--- config.mk ---
export PLATFORM = sky130hd
export DESIGN_NAME = booth_r16_prep
export DESIGN_NICKNAME = d
export VERILOG_FILES = /design/src/rtl/booth_r16_pkg.sv /design/src/rtl/booth_r16_digit_enc.sv /design/src/rtl/booth_r16_prep.sv
export SDC_FILE = /design/constraint.sdc
export NUM_CORES = 1
export LEC_CHECK = 0
export BUFFER_PORTS_ARGS = -buffer_cell sky130_fd_sc_hd__buf_2
export CAP_MARGIN = 20
export CORE_MARGIN = 2
export CORE_UTILIZATION = 50
export CTS_CLUSTER_SIZE = 10
export DETAILED_ROUTE_END_ITERATION = 8
export PLACE_DENSITY = 0.71
export SLEW_MARGIN = 20
export SYNTH_ARGS = -nofsm -noshare
export SYNTH_HDL_FRONTEND = slang
export SYNTH_SLANG_ARGS = --single-unit
--- constraint.sdc ---
create_clock -name iClk -period 7.84 [get_ports iClk]
set_input_delay 0.392 -clock iClk [delete_from_list [all_inputs] [get_ports iClk]]
set_output_delay 0.392 -clock iClk [all_outputs]
set_load 0.01 [all_outputs]
--- src/rtl/booth_r16_pkg.sv ---
// rtl/booth_r16_pkg.sv - shared widths, one-hot constants, state enum and stored-beat struct for booth_r16_prep
package booth_r16_pkg;

  localparam int DAT_W = 8;
  localparam int W3X   = 10;
  localparam int W5X   = 11;
  localparam int W7X   = 11;

  typedef logic [3:0] sel_t;

  localparam sel_t SEL_NONE = 4'b0000;
  localparam sel_t SEL_1X   = 4'b0001;
  localparam sel_t SEL_3X   = 4'b0010;
  localparam sel_t SEL_5X   = 4'b0100;
  localparam sel_t SEL_7X   = 4'b1000;

  localparam sel_t SH_0 = 4'b0001;
  localparam sel_t SH_1 = 4'b0010;
  localparam sel_t SH_2 = 4'b0100;
  localparam sel_t SH_3 = 4'b1000;

  typedef enum logic [1:0] {
    EMPTY = 2'd0,
    BUSY  = 2'd1,
    FULL  = 2'd2
  } state_e;

  // Finished fields of one beat, as held in the main and skid registers
  typedef struct packed {
    logic [DAT_W-1:0] m1;
    logic [W3X-1:0]   m3;
    logic [W5X-1:0]   m5;
    logic [W7X-1:0]   m7;
    logic [1:0]       neg;
    sel_t [1:0]       sel;
    sel_t [1:0]       sh;
  } prep_t;

endpackage

--- src/rtl/booth_r16_digit_enc.sv ---
// rtl/booth_r16_digit_enc.sv - combinational radix-16 Booth digit encoder for one 5-bit multiplier window
module booth_r16_digit_enc
  import booth_r16_pkg::*;
(
  input  logic [4:0] win_i,
  output logic       negative_o,
  output sel_t       booth_sel_o,
  output sel_t       shift_sel_o
);

  logic [4:0] digit;
  logic [4:0] mag;

  // Window value is the signed top four bits plus the borrowed lower bit; encode its magnitude
  always_comb begin
    digit       = {win_i[4], win_i[4:1]} + {4'b0000, win_i[0]};
    negative_o  = digit[4];
    mag         = digit[4] ? (5'd0 - digit) : digit;
    booth_sel_o = SEL_NONE;
    shift_sel_o = SH_0;
    case (mag)
      5'd1: begin booth_sel_o = SEL_1X; shift_sel_o = SH_0; end
      5'd2: begin booth_sel_o = SEL_1X; shift_sel_o = SH_1; end
      5'd3: begin booth_sel_o = SEL_3X; shift_sel_o = SH_0; end
      5'd4: begin booth_sel_o = SEL_1X; shift_sel_o = SH_2; end
      5'd5: begin booth_sel_o = SEL_5X; shift_sel_o = SH_0; end
      5'd6: begin booth_sel_o = SEL_3X; shift_sel_o = SH_1; end
      5'd7: begin booth_sel_o = SEL_7X; shift_sel_o = SH_0; end
      5'd8: begin booth_sel_o = SEL_1X; shift_sel_o = SH_3; end
      default: begin end
    endcase
  end

endmodule

--- src/rtl/booth_r16_prep.sv ---
// rtl/booth_r16_prep.sv - radix-16 Booth 8x8 input stage: odd multiples, digit encoding, two-entry skid buffer
module booth_r16_prep
  import booth_r16_pkg::*;
#(
  parameter int TAG_W = 4
) (
  input  logic              iClk,
  input  logic              iRst,
  input  logic              iValid,
  output logic              oReady,
  input  logic [7:0]        iDatA,
  input  logic [7:0]        iDatB,
  input  logic [TAG_W-1:0]  iTag,
  output logic              oValid,
  input  logic              iReady,
  output logic [7:0]        oDat1X,
  output logic [9:0]        oDat3X,
  output logic [10:0]       oDat5X,
  output logic [10:0]       oDat7X,
  output logic [1:0]        oNegative,
  output logic [1:0][3:0]   oBoothSel,
  output logic [1:0][3:0]   oShiftSel,
  output logic [TAG_W-1:0]  oTag
);

  prep_t      in_fields;
  logic [9:0]  a_x10;
  logic [10:0] a_x11;
  logic        neg_lo, neg_hi;
  sel_t        sel_lo, sel_hi, sh_lo, sh_hi;

  state_e             state_q, state_d;
  prep_t              main_q, main_d, skid_q, skid_d;
  logic [TAG_W-1:0]   main_tag_q, main_tag_d, skid_tag_q, skid_tag_d;
  logic               valid_q, ready_q;
  logic               accept, xfer;

  booth_r16_digit_enc u_enc_lo (
    .win_i       ({iDatB[3:0], 1'b0}),
    .negative_o  (neg_lo),
    .booth_sel_o (sel_lo),
    .shift_sel_o (sh_lo)
  );

  booth_r16_digit_enc u_enc_hi (
    .win_i       (iDatB[7:3]),
    .negative_o  (neg_hi),
    .booth_sel_o (sel_hi),
    .shift_sel_o (sh_hi)
  );

  // Odd multiples and digit encodings of the incoming beat, ready to be stored
  always_comb begin
    a_x10         = {{2{iDatA[7]}}, iDatA};
    a_x11         = {{3{iDatA[7]}}, iDatA};
    in_fields.m1  = iDatA;
    in_fields.m3  = (a_x10 << 1) + a_x10;
    in_fields.m5  = (a_x11 << 2) + a_x11;
    in_fields.m7  = (a_x11 << 3) - a_x11;
    in_fields.neg = {neg_hi, neg_lo};
    in_fields.sel = {sel_hi, sel_lo};
    in_fields.sh  = {sh_hi, sh_lo};
  end

  assign accept = iValid & ready_q;
  assign xfer   = valid_q & iReady;

  // Skid-buffer next state: main always presents the oldest beat, skid holds the one behind it
  always_comb begin
    state_d    = state_q;
    main_d     = main_q;
    main_tag_d = main_tag_q;
    skid_d     = skid_q;
    skid_tag_d = skid_tag_q;
    case (state_q)
      EMPTY: begin
        if (accept) begin
          state_d    = BUSY;
          main_d     = in_fields;
          main_tag_d = iTag;
        end
      end
      BUSY: begin
        if (accept && iReady) begin
          main_d     = in_fields;
          main_tag_d = iTag;
        end else if (accept) begin
          state_d    = FULL;
          skid_d     = in_fields;
          skid_tag_d = iTag;
        end else if (iReady) begin
          state_d = EMPTY;
        end
      end
      FULL: begin
        if (xfer) begin
          state_d    = BUSY;
          main_d     = skid_q;
          main_tag_d = skid_tag_q;
        end
      end
      default: state_d = EMPTY;
    endcase
  end

  // State, handshake flags and stored beats; reset discards everything in flight
  always_ff @(posedge iClk or posedge iRst) begin
    if (iRst) begin
      state_q    <= EMPTY;
      valid_q    <= 1'b0;
      ready_q    <= 1'b1;
      main_q     <= '0;
      main_tag_q <= '0;
      skid_q     <= '0;
      skid_tag_q <= '0;
    end else begin
      state_q    <= state_d;
      valid_q    <= (state_d != EMPTY);
      ready_q    <= (state_d != FULL);
      main_q     <= main_d;
      main_tag_q <= main_tag_d;
      skid_q     <= skid_d;
      skid_tag_q <= skid_tag_d;
    end
  end

  assign oReady    = ready_q;
  assign oValid    = valid_q;
  assign oDat1X    = main_q.m1;
  assign oDat3X    = main_q.m3;
  assign oDat5X    = main_q.m5;
  assign oDat7X    = main_q.m7;
  assign oNegative = main_q.neg;
  assign oBoothSel = main_q.sel;
  assign oShiftSel = main_q.sh;
  assign oTag      = main_tag_q;

endmodule

==> results.sh <==
export IMPL_routed_wl_mm=14.97
export IMPL_fill_cells=1032
export IMPL_cts_resized=0
export IMPL_finClkSkew_ns=0.007709
export IMPL_cts_tree="yes"
export IMPL_crit_path_cell_trace="nand2b_2, o21ai_4, buf_4, and3_1, a21oi_1, o21ai_0"
export IMPL_io_pins=88
export IMPL_regArea_mm2=0.002854
export IMPL_synthTopCellsByArea="dfrtp_1 (46%), nand2_1 (11%), ha_1 (5.3%)"
export IMPL_grt_pass1_wl_mm=25.08
export IMPL_place_congestion=0.7808
export IMPL_drv_slew=0
export IMPL_status="finished with violations"
export IMPL_max_freq_mhz=335.5
export IMPL_worstPathRequired_ns=8.16
export IMPL_drt_vias_per_instance=5.518
export IMPL_fin_crit_sh=0.3802
export IMPL_die_w_um=115.2
export IMPL_clock_sinks=114
export IMPL_hold_class="in2async"
export IMPL_hold_viol_final=7
export IMPL_dpl_worst_slack_ns=4.893
export IMPL_start_kind="register"
export IMPL_fin_nets=831
export IMPL_endpoint_kind="register"
export IMPL_area_growth_pct=17.73
export IMPL_core_mm2=0.01206
export IMPL_cpPeakStageDelay_ns=0.70
export IMPL_syn_inst=718
export IMPL_path_clk_slew_ns=0.06
export IMPL_multiInputGateArea_mm2=0.003045
export IMPL_design_area_mm2=0.007279
export IMPL_crit_arrival_ns=3.30
export IMPL_critPathKind="reg2reg"
export IMPL_p_per_area_mw_per_mm2=379.9
export IMPL_htree_levels=4
export IMPL_ys_seq_elements=114
export IMPL_cts_hold_buf=0
export IMPL_violations="hold timing"
export IMPL_antennaDiodeCount=0
export IMPL_overflow=0
export IMPL_vias=5297
export IMPL_yosysWarnings=0
export IMPL_antenna_found_initial=0
export IMPL_netlist_area_mm2=0.006183
export IMPL_drc=0
export IMPL_place_area_mm2=0.006668
export IMPL_hpwlAfterDp_mm=9.757
export IMPL_fin_crit_ns=2.981
export IMPL_slew_headroom=0.3256
export IMPL_setup_viol=0
export IMPL_synthArstFlopShare=1.000
export IMPL_synth_area_leader_cell="dfrtp_1"
export IMPL_avgSynthCellArea_um2=8.612
export IMPL_cts_buffer_depth=2
export IMPL_postCtsSetupBuffers=0
export IMPL_cts_buffers_inserted=17
export IMPL_initial_core_util=0.5127
export IMPL_peakVddDrop_v=0.0001794
export IMPL_insertion_delay_ns=0.41
export IMPL_synthDistinctLibCells=61
export IMPL_critPathMaxFanout=67
export IMPL_worst_slack_ns=4.859
export IMPL_worstMarginPinSlew_ns=1.012
export IMPL_synth_yosys_seq_area_share=0.4616
export IMPL_synth_top_area_share=0.4573
export IMPL_first_global_vias=5232
export IMPL_finalHoldWorstSlack_ns=-0.001735
export IMPL_drtAntennaViolNets=0
export IMPL_grt_max_degree=87
export IMPL_synth_top_flop_cell="dfrtp_1"
export IMPL_rsz0062_at_grt="false"
export IMPL_drt_pass1_iterations=6
export IMPL_drt_first_iter_violations=423
export IMPL_startpoint="state_q[0]"
export IMPL_regToRegStartpoint="state_q[0]"
export IMPL_tns_ns=0
export IMPL_layout_drive_gt1_share=0.1793
export IMPL_avgRoutedWirePerCell_um=15.59
export IMPL_die_area_mm2=0.01327
export IMPL_die_h_um=115.2
export IMPL_synth_edff_count=0
export IMPL_slowest_stage="nand2b_2"
export IMPL_io_buffers=87
export IMPL_root_buffer="clkbuf_16"
export IMPL_synth_nets=770
export IMPL_cap_violations=0
export IMPL_p_leak_uw=0.003432
export IMPL_rows=40
export IMPL_grtUsageTotal=0.2394
## flip-flops by register name, indices dropped and copies added (netlist names)
signal / cells
oNegative: 2
oValid: 1
oDat3X: 7
oShiftSel: 8
skid_tag_q: 4
oTag: 4
skid_q: 51
oReady: 1
oDat1X: 8
state_q: 2
oBoothSel: 8
oDat5X: 8
oDat7X: 10
## per-layer routing
| layer | vias up | part of all wire | routed length [um] | global-route usage |
|---|---|---|---|---|
| li1 | 2575 | - | - | - |
| met1 | 2477 | 0.45 | 6679 | 0.3223 |
| met2 | 213 | 0.47 | 6965 | 0.3871 |
| met3 | 32 | 0.069 | 1036 | 0.05324 |
| met4 | 0 | 0.019 | 284 | 0.07791 |
| met5 | - | 0 | 0 | 0 |
## kinds of logic (layout without fill, tap and decap cells)
group,count (synthesis),count (layout),share of synthesized area
simple gates,301,301,0.2159
compound gates,177,177,0.1728
flops,114,114,0.4616
buf+inv,72,146,0.05261
fa+ha+maj,28,28,0.05909
xor+xnor,21,21,0.02975
mux,5,5,0.008296
## cells in the mapped netlist, types with 3 or more instances
library cell / n
and3b_1: 4
xor2_1: 8
nor2b_1: 9
nor3b_1: 3
nor3_1: 5
nand2b_1: 5
or3_1: 4
clkbuf_1: 29
or4_1: 3
dfrtp_1: 113
buf_4: 8
a31oi_1: 34
inv_1: 22
nor2_1: 58
a211oi_1: 3
mux2i_1: 4
buf_2: 8
ha_1: 26
o31ai_1: 6
a21o_1: 5
a21oi_1: 47
o21ai_0: 49
o21bai_1: 3
nand3b_1: 3
nand3_1: 9
xnor2_1: 13
and3_1: 5
o21a_1: 3
nand4_1: 4
nand2_1: 177
o21ai_1: 4
nor4_1: 4
buf_1: 3
o211ai_1: 4
## layout make-up
cell class / instances / share of cell area
flip-flops and latches: 114 / 0.3921
clock buffers: 18 / 0.05896
clock inverters: 14 / 0.02458
multi-input cells: 532 / 0.4184
well taps: 168 / 0.02888
inverters: 22 / 0.01169
repair buffers: 92 / 0.06549
## power breakdown
part	switching [uW]	internal [uW]
Combinational	586	356
Clock	290	504
Sequential	163	866
Total	1040	1730
## critical path: cells and delay by family (launching register included)
| family | cells | cell delay, ns |
|---|---|---|
| buffers and inverters | 1 | 0.62 |
| and+or+nand+nor | 2 | 0.96 |
| AOI/OAI and AO/OA | 3 | 0.83 |
| DFF | 1 | 0.45 |
## placed cells by master, fill, tap and decap left out, types with 3 or more instances in the layout
cell          n
a211oi_1      3
a21o_1        5
a21oi_1      47
a31oi_1      33
and3_1        5
and3b_1       4
buf_2        87
buf_4         4
bufinv_16     3
clkbuf_16    17
clkinv_4      3
clkinvlp_4    3
dfrtp_1     113
ha_1         26
inv_1        21
inv_6         4
mux2i_1       4
nand2_1     176
nand2b_1      4
nand3_1       9
nand3b_1      3
nand4_1       4
nor2_1       57
nor2b_1       8
nor3_1        5
nor3b_1       3
nor4_1        4
o211ai_1      4
o21a_1        3
o21ai_0      49
o21ai_1       3
o21bai_1      3
o31ai_1       6
or3_1         4
or4_1         3
xnor2_1      13
xor2_1        8
## worst paths after layout
kind | end | slack [ns] | depth (start not counted)
max | oDat7X[6] | 4.86 | 6
min | oTag[0] | -0.002 | 2
max reg2reg | oDat7X[6] | 4.86 | 6
min reg2reg | skid_q[32] | 0.47 | 2
max in group asynchronous | oDat7X[7] | 6.78 | 3
min in group iClk | skid_tag_q[0] | 0.19 | 3
## per-stage QoR
step                      instances  hold slack [ns]  total power [uW]  utilization
final                           960        -0.001735              2765       0.6035
after global placement          928           0.4283              1932       0.5521
after global routing            960          0.03759              2958       0.6035
after detailed placement        928           0.4363              1977       0.5528
after floorplan                 718           0.4418              1650            -
after CTS                       960         0.005217              2779       0.6032
Power figures use the tool's default switching activity.
